**src/rtl/mipsalu_mc.sv**
```systemverilog
// Registered MIPS ALU with iterative multiply/divide and HI/LO behind a valid/ready handshake.
// Define MIPSALU_DIV_EN to build the divider; otherwise DIV/DIVU complete in one cycle with ALUOut=0.
module mipsalu_mc #(
  parameter int LEN = 32
) (
  input  logic           clk,
  input  logic           rst_n,
  input  logic           InValid,
  output logic           Ready,
  input  logic [3:0]     ALUctl,
  input  logic [LEN-1:0] A,
  input  logic [LEN-1:0] B,
  output logic           ResValid,
  output logic [LEN-1:0] ALUOut,
  output logic           Zero,
  output logic           Overflow,
  output logic           DivZero,
  output logic [LEN-1:0] HI,
  output logic [LEN-1:0] LO
);
  localparam int SHW = $clog2(LEN);

  typedef enum logic [1:0] {IDLE, ITER, FIX} state_t;

  state_t         state, state_nx;
  logic [SHW-1:0] cnt;
  logic [LEN-1:0] wh, wl, opnd;
  logic           neg_q;
`ifdef MIPSALU_DIV_EN
  logic           is_div, neg_r, dvz;
  logic [LEN:0]   dt;
  logic           dge;
  logic [LEN-1:0] drem;
`endif

  logic           accept, multi_op, signed_op;
  logic [LEN-1:0] amag, bmag;
  logic [SHW-1:0] shamt;
  logic [LEN-1:0] sum, diff, sc_res;
  logic           sc_ovf;
  logic [LEN:0]   msum;
  logic [2*LEN-1:0] prod;
  logic [LEN-1:0] fix_hi, fix_lo;

  assign Ready  = (state == IDLE);
  assign accept = InValid & Ready;
  assign shamt  = B[SHW-1:0];
  assign sum    = A + B;
  assign diff   = A - B;

`ifdef MIPSALU_DIV_EN
  assign multi_op  = (ALUctl >= 4'd11) && (ALUctl <= 4'd14);
  assign signed_op = (ALUctl == 4'd11) || (ALUctl == 4'd13);
`else
  assign multi_op  = (ALUctl == 4'd11) || (ALUctl == 4'd12);
  assign signed_op = (ALUctl == 4'd11);
`endif

  assign amag = (signed_op && A[LEN-1]) ? -A : A;
  assign bmag = (signed_op && B[LEN-1]) ? -B : B;

  always_ff @(posedge clk or negedge rst_n) begin
    if (!rst_n) state <= IDLE;
    else        state <= state_nx;
  end

  always_comb begin
    state_nx = state;
    case (state)
      IDLE:    if (accept && multi_op) state_nx = ITER;
      ITER:    if (cnt == SHW'(LEN-1)) state_nx = FIX;
      FIX:     state_nx = IDLE;
      default: state_nx = IDLE;
    endcase
  end

  always_comb begin
    sc_res = '0;
    sc_ovf = 1'b0;
    case (ALUctl)
      4'd0:  sc_res = A & B;
      4'd1:  sc_res = A | B;
      4'd2: begin
        sc_res = sum;
        sc_ovf = (A[LEN-1] == B[LEN-1]) && (sum[LEN-1] != A[LEN-1]);
      end
      4'd3: begin
        sc_res = diff;
        sc_ovf = (A[LEN-1] != B[LEN-1]) && (diff[LEN-1] != A[LEN-1]);
      end
      4'd4:  sc_res = LEN'($signed(A) < $signed(B));
      4'd5:  sc_res = ~(A | B);
      4'd6:  sc_res = A ^ B;
      4'd7:  sc_res = LEN'(A < B);
      4'd8:  sc_res = A << shamt;
      4'd9:  sc_res = A >> shamt;
      4'd10: sc_res = $unsigned($signed(A) >>> shamt);
      default: sc_res = '0;
    endcase
  end

  // Multiply: wh:wl is the running product, multiplier bits leave wl from the bottom.
  assign msum = {1'b0, wh} + (wl[0] ? {1'b0, opnd} : '0);

`ifdef MIPSALU_DIV_EN
  // Restoring divide: wh is the partial remainder, wl shifts the dividend out and quotient in.
  assign dt   = {wh, wl[LEN-1]};
  assign dge  = (dt >= {1'b0, opnd});
  assign drem = dge ? (dt[LEN-1:0] - opnd) : dt[LEN-1:0];
`endif

  always_comb begin
    prod   = {wh, wl};
    if (neg_q) prod = -prod;
    fix_hi = prod[2*LEN-1:LEN];
    fix_lo = prod[LEN-1:0];
`ifdef MIPSALU_DIV_EN
    // A zero divisor leaves the dividend magnitude in wh, so the sign fix restores A in HI.
    if (is_div) begin
      fix_lo = neg_q ? -wl : wl;
      fix_hi = neg_r ? -wh : wh;
      if (dvz) fix_lo = '1;
    end
`endif
  end

  always_ff @(posedge clk or negedge rst_n) begin
    if (!rst_n) begin
      cnt      <= '0;
      wh       <= '0;
      wl       <= '0;
      opnd     <= '0;
      neg_q    <= 1'b0;
`ifdef MIPSALU_DIV_EN
      is_div   <= 1'b0;
      neg_r    <= 1'b0;
      dvz      <= 1'b0;
`endif
      ResValid <= 1'b0;
      ALUOut   <= '0;
      Zero     <= 1'b1;
      Overflow <= 1'b0;
      DivZero  <= 1'b0;
      HI       <= '0;
      LO       <= '0;
    end else begin
      ResValid <= 1'b0;
      case (state)
        IDLE: begin
          if (accept) begin
            if (multi_op) begin
              cnt   <= '0;
              wh    <= '0;
              neg_q <= signed_op & (A[LEN-1] ^ B[LEN-1]);
`ifdef MIPSALU_DIV_EN
              is_div <= (ALUctl == 4'd13) || (ALUctl == 4'd14);
              neg_r  <= signed_op & A[LEN-1];
              dvz    <= (B == '0);
              if ((ALUctl == 4'd13) || (ALUctl == 4'd14)) begin
                wl   <= amag;
                opnd <= bmag;
              end else begin
                wl   <= bmag;
                opnd <= amag;
              end
`else
              wl   <= bmag;
              opnd <= amag;
`endif
            end else begin
              ALUOut   <= sc_res;
              Zero     <= (sc_res == '0);
              Overflow <= sc_ovf;
              DivZero  <= 1'b0;
              ResValid <= 1'b1;
            end
          end
        end
        ITER: begin
          cnt <= cnt + 1'b1;
`ifdef MIPSALU_DIV_EN
          if (is_div) begin
            wh <= drem;
            wl <= {wl[LEN-2:0], dge};
          end else begin
            wh <= msum[LEN:1];
            wl <= {msum[0], wl[LEN-1:1]};
          end
`else
          wh <= msum[LEN:1];
          wl <= {msum[0], wl[LEN-1:1]};
`endif
        end
        FIX: begin
          HI       <= fix_hi;
          LO       <= fix_lo;
          ALUOut   <= fix_lo;
          Zero     <= (fix_lo == '0);
          Overflow <= 1'b0;
`ifdef MIPSALU_DIV_EN
          DivZero  <= is_div & dvz;
`else
          DivZero  <= 1'b0;
`endif
          ResValid <= 1'b1;
        end
        default: ;
      endcase
    end
  end

endmodule

```
**config.mk**
```make
export PLATFORM = sky130hd
export DESIGN_NAME = mipsalu_mc
export DESIGN_NICKNAME = d
export VERILOG_FILES = /design/src/rtl/mipsalu_mc.sv
export SDC_FILE = /design/constraint.sdc
export NUM_CORES = 1
export LEC_CHECK = 0
export CAP_MARGIN = 15
export CORE_ASPECT_RATIO = 1.4
export CORE_MARGIN = 5
export CORE_UTILIZATION = 34
export DETAILED_ROUTE_END_ITERATION = 8
export SYNTH_ARGS = -nofsm -noshare
export SYNTH_HDL_FRONTEND = slang
export SYNTH_SLANG_ARGS = --single-unit
```
**constraint.sdc**
```tcl
create_clock -name clk -period 12.1 [get_ports clk]
set_clock_uncertainty 0.2 [all_clocks]
set_input_delay 2.42 -clock clk [delete_from_list [all_inputs] [get_ports clk]]
set_output_delay 2.42 -clock clk [all_outputs]
set_load 0.01 [all_outputs]
```
==> results of run 1 <==
kinds of logic after synthesis:
group                      count (synthesis)  synth area share
xor gates and xnor gates                 191            0.0747
AOI/OAI and AO/OA                        989             0.294
muxes                                    134            0.0833
DFF                                      203             0.227
and+or+nand+nor                          867             0.182
adders and majority gates                140            0.0792
other                                      1          0.000167
buffers and inverters                    332            0.0599
tightest hold or removal path, delay by kind of cell, from the launching register on:
kind	cells	cell delay, ns
AO/OA/AOI/OAI	1	0.06
flip-flops	1	0.34
AND/OR/NAND/NOR	1	0.04
final timing paths:
check	startpoint	to	slack [ns]
max	B[0]	Zero$_DFFE_PN1P_	4.41
min	opnd[15]$_DFFE_PN0P_	opnd[15]$_DFFE_PN0P_	0.28
max reg2reg	wl[0]$_DFFE_PN0P_	Zero$_DFFE_PN1P_	6.90
min reg2reg	opnd[15]$_DFFE_PN0P_	opnd[15]$_DFFE_PN0P_	0.28
max in group asynchronous	rst_n	wh[10]$_DFFE_PN0P_	8.04
min in group asynchronous	rst_n	ALUOut[12]$_DFFE_PN0P_	1.72
routing by layer:
metal / wire length [um] / vias up / GRT usage / part of all wire
li1: - / 10700 / - / -
met1: 42500 / 11700 / 0.375 / 0.38
met2: 50700 / 1486 / 0.483 / 0.45
met3: 9740 / 435 / 0.0550 / 0.087
met4: 9470 / 6 / 0.194 / 0.084
met5: 36 / - / 0 / 0.00032
sequential cells by signal, summed over array words and instances (netlist names):
name and flops:
ResValid 1, ALUOut 32, state 2, LO 32, Zero 1, wl 32
wh 32, HI 32, Overflow 1, neg_q 1, cnt 5, opnd 32
power groups by stage:
| stage | registers (mW) | logic, mW | clock network (mW) |
|---|---|---|---|
| floorplan | 1.15 | 1.23 | 0 |
| global placement | 1.24 | 1.89 | 0 |
| detailed placement | 1.24 | 1.90 | 0 |
| CTS | 1.23 | 1.90 | 0.739 |
| global route | 1.26 | 2.11 | 0.758 |
| finish | 1.23 | 1.93 | 0.727 |
layout make-up:
type | count | area (um^2) | area share
Clock inverter | 11 | 170 | 0.00664
Sequential cell | 203 | 5080 | 0.198
Clock buffer | 25 | 581 | 0.0226
Inverter | 115 | 432 | 0.0168
Tap cell | 847 | 1060 | 0.0413
Timing Repair Buffer | 245 | 2250 | 0.0878
Antenna cell | 1 | 2.50 | 0.0000976
Multi-Input combinational cell | 2322 | 16100 | 0.626
cells in the final DEF (no fill, tap or decap), types with 30 or more instances in the layout:
cell type,count
and2_1,45
or3_1,30
xor2_1,73
nand3_1,63
nand2_1,307
o31ai_1,41
xnor2_1,118
a21oi_1,181
inv_1,113
nor3_1,41
buf_4,74
dfrtp_1,201
nor2_1,206
a21o_1,51
mux2i_1,71
a211oi_1,38
o21ai_0,260
mux4_2,38
a22oi_1,60
clkdlybuf4s50_1,163
o22ai_1,41
ha_1,137
through the flow:
stage | instance area (um^2) | utilization | setup WS (ns) | hold WS [ns] | cells
global route | 25600 | 0.392 | 4.30 | 0.288 | 3768
CTS | 25600 | 0.392 | 4.67 | 0.279 | 3766
floorplan | 22400 | - | 5.27 | 0.242 | 2857
finish | 25600 | 0.392 | 4.41 | 0.277 | 3769
global placement | 24900 | 0.380 | 4.17 | 0.254 | 3729
detailed placement | 24900 | 0.380 | 4.14 | 0.262 | 3730
==> run_results.csv, run 1 <==
group,metric,value,unit
cts,clkTransAtPathRegs,0.07,ns
sta,period_minus_slack,7.69,ns
logic_synthesis,ys_async_sr_fraction,1.00,
sta,worstMarginPinSlew,1.23,ns
sta,rsz0062_at_grt,"false",
logic_synthesis,yosysSeqAreaShare,0.227,
cts,cts.sinks,203,
logic_synthesis,synth_area_leaders,"dfrtp_1, ha_1, o21ai_0, nand2_1, xnor2_1",
sta,finalHoldViolCount,0,
power,p_sw,1.73,mW
power,p_per_area,152,nW/um^2
finish,finish.net_count,3118,
cts,clock_latency,0.53,ns
floorplanning,core,65400,um^2
detailed_routing,vias,24300,
power,seqPwrFrac,0.317,
floorplanning,die_area,71200,um^2
power,p_comb_frac,0.496,
global_route,grt_pass1_vias,23500,
power,report.power.total,3.89,mW
logic_synthesis,syn_nets,3068,
finish,drive_above_1_share,0.0777,
setup_path,crit_arrival,7.95,ns
setup_path,crit_buf_inv,2,
power,intPower,2.15,mW
sta,slew_violations,0,
run,cap_violations,0,
logic_synthesis,netlist_top_cells_count,"nand2_1, o21ai_0, nor2_1",
logic_synthesis,ys_warn_count,0,
logic_synthesis,synth_edf_count,0,
setup_path,worst-setup-path-type,"in2reg",
setup_path,cp_slowest_stage_delay,0.70,ns
global_route,antenna_found_initial,5,
placed_design,gp_congestion,1.07,
logic_synthesis,synth.distinct_cells,94,
setup_path,path_max_fanout,42,
status,status,"finished, final reports clean",
setup_path,start_kind,"primary input",
detailed_routing,drt_first_pass_iters,6,
placed_design,port_buffers,170,
global_route,grt-ovfl-total,0,
logic_synthesis,synthCells,2857,
cts,ctsResizeCount,0,
logic_synthesis,synth_top_cell_area_share,0.226,
detailed_routing,drt-total-wl,112000,um
detailed_routing,drt_iter0_drc,2536,
finish,syn2layout_area_growth,14.5,%
logic_synthesis,avgSynthCellArea,7.84,um^2
worst_hold_path,hold_path_class,"reg2reg",
setup_path,cp.depth,13,
placed_design,dp_hpwl,86300,um
floorplanning,die_x,227,um
detailed_routing,wl_per_cell,29.8,um
setup_path,critPathSlowestCell,"buf_2",
cts,cts_max_path_buffers,3,
detailed_routing,ant_nets,0,
logic_synthesis,ys_seq_elements,203,
logic_synthesis,synthFlopType,"dfrtp_1",
sta,timing.fmax,130,MHz
detailed_routing,drc,0,
floorplanning,io_pins,172,
cts,root_buffer,"clkbuf_16",
logic_synthesis,yosysTopAreaCell,"dfrtp_1",
setup_path,worst_setup_path_end_kind,"register",
detailed_routing,vias_per_cell,6.46,
setup_path,worstPathRequired,12.36,ns
cts,cts_setup_buffers,0,
power,clockPowerShare,0.187,
setup_path,reg2reg_depth,13,
power,vdd_ir_drop_max,0.123,mV
finish,fillers,6734,
setup_path,cp_top_family,"simple AND/OR/NAND/NOR gates",
global_route,grt_first_pass_wirelength,163000,um
worst_hold_path,min_path_cells,2,
sta,fin_tns_setup,0,ns
logic_synthesis,synth_area,22400,um^2
logic_synthesis,yosysMostFrequentCell,"nand2_1",
global_route,grt_max_degree,92,
floorplanning,row_count,111,
cts,cts_made_buffers,20,
cts,holdBufCountCts,0,
power,switching_share,0.446,
floorplanning,initial_core_util,0.342,
setup_path,path_cells,"buf_2, buf_4, mux2_2, mux2i_1, mux2i_1, a222oi_1, nand3b_1, a221o_1, or4b_1, nor4_1, nand4_1, nor4_1, a31o_1",
sta,slew_headroom,0.180,
sta,setup_viol,0,
global_route,grtUsageTotal,0.303,
power,p_leak,10.5,nW
cts,cts-htree-levels,1,
floorplanning,die_h,314,um
sta,period_share,0.636,
cts,cts_tree,"done",
(Power assumes the default switching activity.)
==> inputs of run 2 (changes only) <==
- clock period: 12.1 -> 6.7 ns (I/O delays scaled with it)
==> run 2 against run 1 <==
  * Hold slack got worse by 0.0029 ns
  * Flip-flop and latch count is the same
  * Die area is the same
  * Core utilization is 0.76 points higher
  * Design area increased by 1.9%
  * Clock-buffer cell count is 3 lower
  * Worst setup slack worse by 3.7 ns
  * Largest power group unchanged
  * Combinational power increased by 84%
  * Final cell count rose by 2.0%
==> run_results.csv, run 2 (synthesis results as in run 1) <==
group,metric,value,unit
status,status,"finished, final reports clean",
cts,holdBufCountCts,0,
detailed_routing,top_layer_used,"met5",
sta,timing.fmax,167,MHz
floorplanning,initial_core_util,0.342,
finish,drive_above_1_share,0.0995,
setup_path,reg2reg_from,"wl[0]$_DFFE_PN0P_",
detailed_routing,vias_per_cell,6.36,
global_route,grt-ovfl-total,0,
floorplanning,core,65400,um^2
detailed_routing,drt_iter0_drc,2773,
detailed_routing,drt_first_pass_iters,5,
floorplanning,die_h,314,um
sta,finalWorstSetupSlack,0.708,ns
power,p_per_area,263,nW/um^2
cts,clock_latency,0.51,ns
cts,cts_setup_buffers,0,
detailed_routing,drt-total-wl,112000,um
detailed_routing,wl_met2,50700,um
finish,final_common_cell,"nand2_1",
cts,clkTransAtPathRegs,0.07,ns
power,p_sw,3.11,mW
global_route,antenna_found_initial,9,
cts,root_buffer,"clkbuf_16",
sta,worstMarginPinSlew,1.48,ns
placed_design,dp_hpwl,88400,um
cts,cts_made_buffers,19,
floorplanning,io_pins,172,
detailed_routing,vias,24400,
finish,finish.net_count,3194,
sta,rsz0062_at_grt,"false",
power,p_leak,10.8,nW
setup_path,start_kind,"primary input",
cts,cts_max_path_buffers,3,
finish,fillers,6846,
worst_hold_path,hold_path_class,"reg2reg",
sta,period_share,0.894,
floorplanning,die_area,71200,um^2
setup_path,worst-setup-path-type,"in2reg",
setup_path,worst_setup_path_end_kind,"register",
setup_path,path_max_fanout,19,
sta,setup_viol,0,
cts,cts-htree-levels,1,
cts,ctsResizeCount,0,
setup_path,r2r_setup_slack,1.46,ns
detailed_routing,wl_met1,43000,um
power,p_comb_frac,0.516,
power,switching_share,0.453,
floorplanning,die_x,227,um
sta,period_minus_slack,5.99,ns
sta,worst_hold_slack,0.274,ns
power,vdd_ir_drop_max,0.247,mV
finish,design_area,26100,um^2
sta,slew_headroom,0.0134,
power,seqPwrFrac,0.322,
setup_path,reg2reg_depth,13,
detailed_routing,wl_met3,9020,um
placed_design,place_area,25500,um^2
sta,fin_tns_setup,0,ns
placed_design,gp_congestion,1.09,
floorplanning,row_count,111,
detailed_routing,ant_nets,0,
setup_path,crit_arrival,6.24,ns
finish,final_cell_mix,"nand2_1, o21ai_0, nor2_1, dfrtp_1, a21oi_1",
global_route,grt_pass1_vias,23400,
setup_path,worstSetupStartpoint,"ALUctl[0]",
cts,cts.sinks,203,
power,clockPowerShare,0.163,
placed_design,port_buffers,170,
global_route,grtUsageTotal,0.302,
cts,cts_tree,"done",
global_route,grt_max_degree,108,
detailed_routing,wl_per_cell,29.2,um
placed_design,place_ws,0.421,ns
global_route,grt_first_pass_wirelength,162000,um
detailed_routing,drc,0,
setup_path,worstPathRequired,6.95,ns
setup_path,critPathCapture,"Zero$_DFFE_PN1P_",
run,cap_violations,0,
finish,syn2layout_area_growth,16.7,%
sta,finalHoldViolCount,0,
power,intPower,3.77,mW
sta,slew_violations,0,
setup_path,r2r-end,"Zero$_DFFE_PN1P_",
## run 2: critical path: stages
cell	delay, ns
clkdlybuf4s50_1	1.05
nor4bb_1	0.14
buf_4	0.25
o21ai_0	0.60
nor2_1	0.10
a222oi_1	0.33
nand3b_1	0.14
a221o_1	0.39
or4b_1	0.60
nor4_1	0.50
nand4_1	0.15
nor4_1	0.44
a31o_1	0.21
## run 2: layout make-up
| type | count | area, um^2 | area share |
|---|---|---|---|
| timing repair buffer | 322 | 2870 | 0.110 |
| tap | 847 | 1060 | 0.0405 |
| clock inverter | 10 | 110 | 0.00421 |
| inverter | 115 | 432 | 0.0165 |
| multi-input combinational | 2322 | 16100 | 0.614 |
| clock buffer | 22 | 517 | 0.0198 |
| sequential | 203 | 5080 | 0.194 |
| antenna | 3 | 7.51 | 0.000287 |
## run 2: power groups by stage
stage	clock network (mW)	registers, mW	logic [mW]
final	1.12	2.21	3.55
after global routing	1.18	2.28	3.85
after CTS	1.14	2.21	3.50
after detailed placement	0	2.23	3.49
after global placement	0	2.22	3.46
after floorplan	0	2.07	2.23
## run 2: worst min-delay path by stage
stage	start	to	slack, ns	depth (start not counted)
floorplan	opnd[0]$_DFFE_PN0P_	opnd[0]$_DFFE_PN0P_	0.24	2
global placement	opnd[8]$_DFFE_PN0P_	opnd[8]$_DFFE_PN0P_	0.25	2
detailed placement	opnd[3]$_DFFE_PN0P_	opnd[3]$_DFFE_PN0P_	0.26	2
CTS	opnd[3]$_DFFE_PN0P_	opnd[3]$_DFFE_PN0P_	0.28	2
global route	LO[11]$_DFFE_PN0P_	LO[11]$_DFFE_PN0P_	0.29	1
finish	opnd[1]$_DFFE_PN0P_	opnd[1]$_DFFE_PN0P_	0.27	2
## run 2: stage by stage
stage	instances	power, mW	utilization
floorplan	2857	4.30	-
global placement	3807	5.67	0.390
detailed placement	3807	5.71	0.390
CTS	3839	6.85	0.399
global route	3841	7.31	0.400
finish	3844	6.88	0.400
## run 2: routing by layer
layer	GRT usage	up-vias
met5	0	-
met4	0.196	6
met3	0.0348	391
met2	0.486	1437
met1	0.381	11800
li1	-	10800
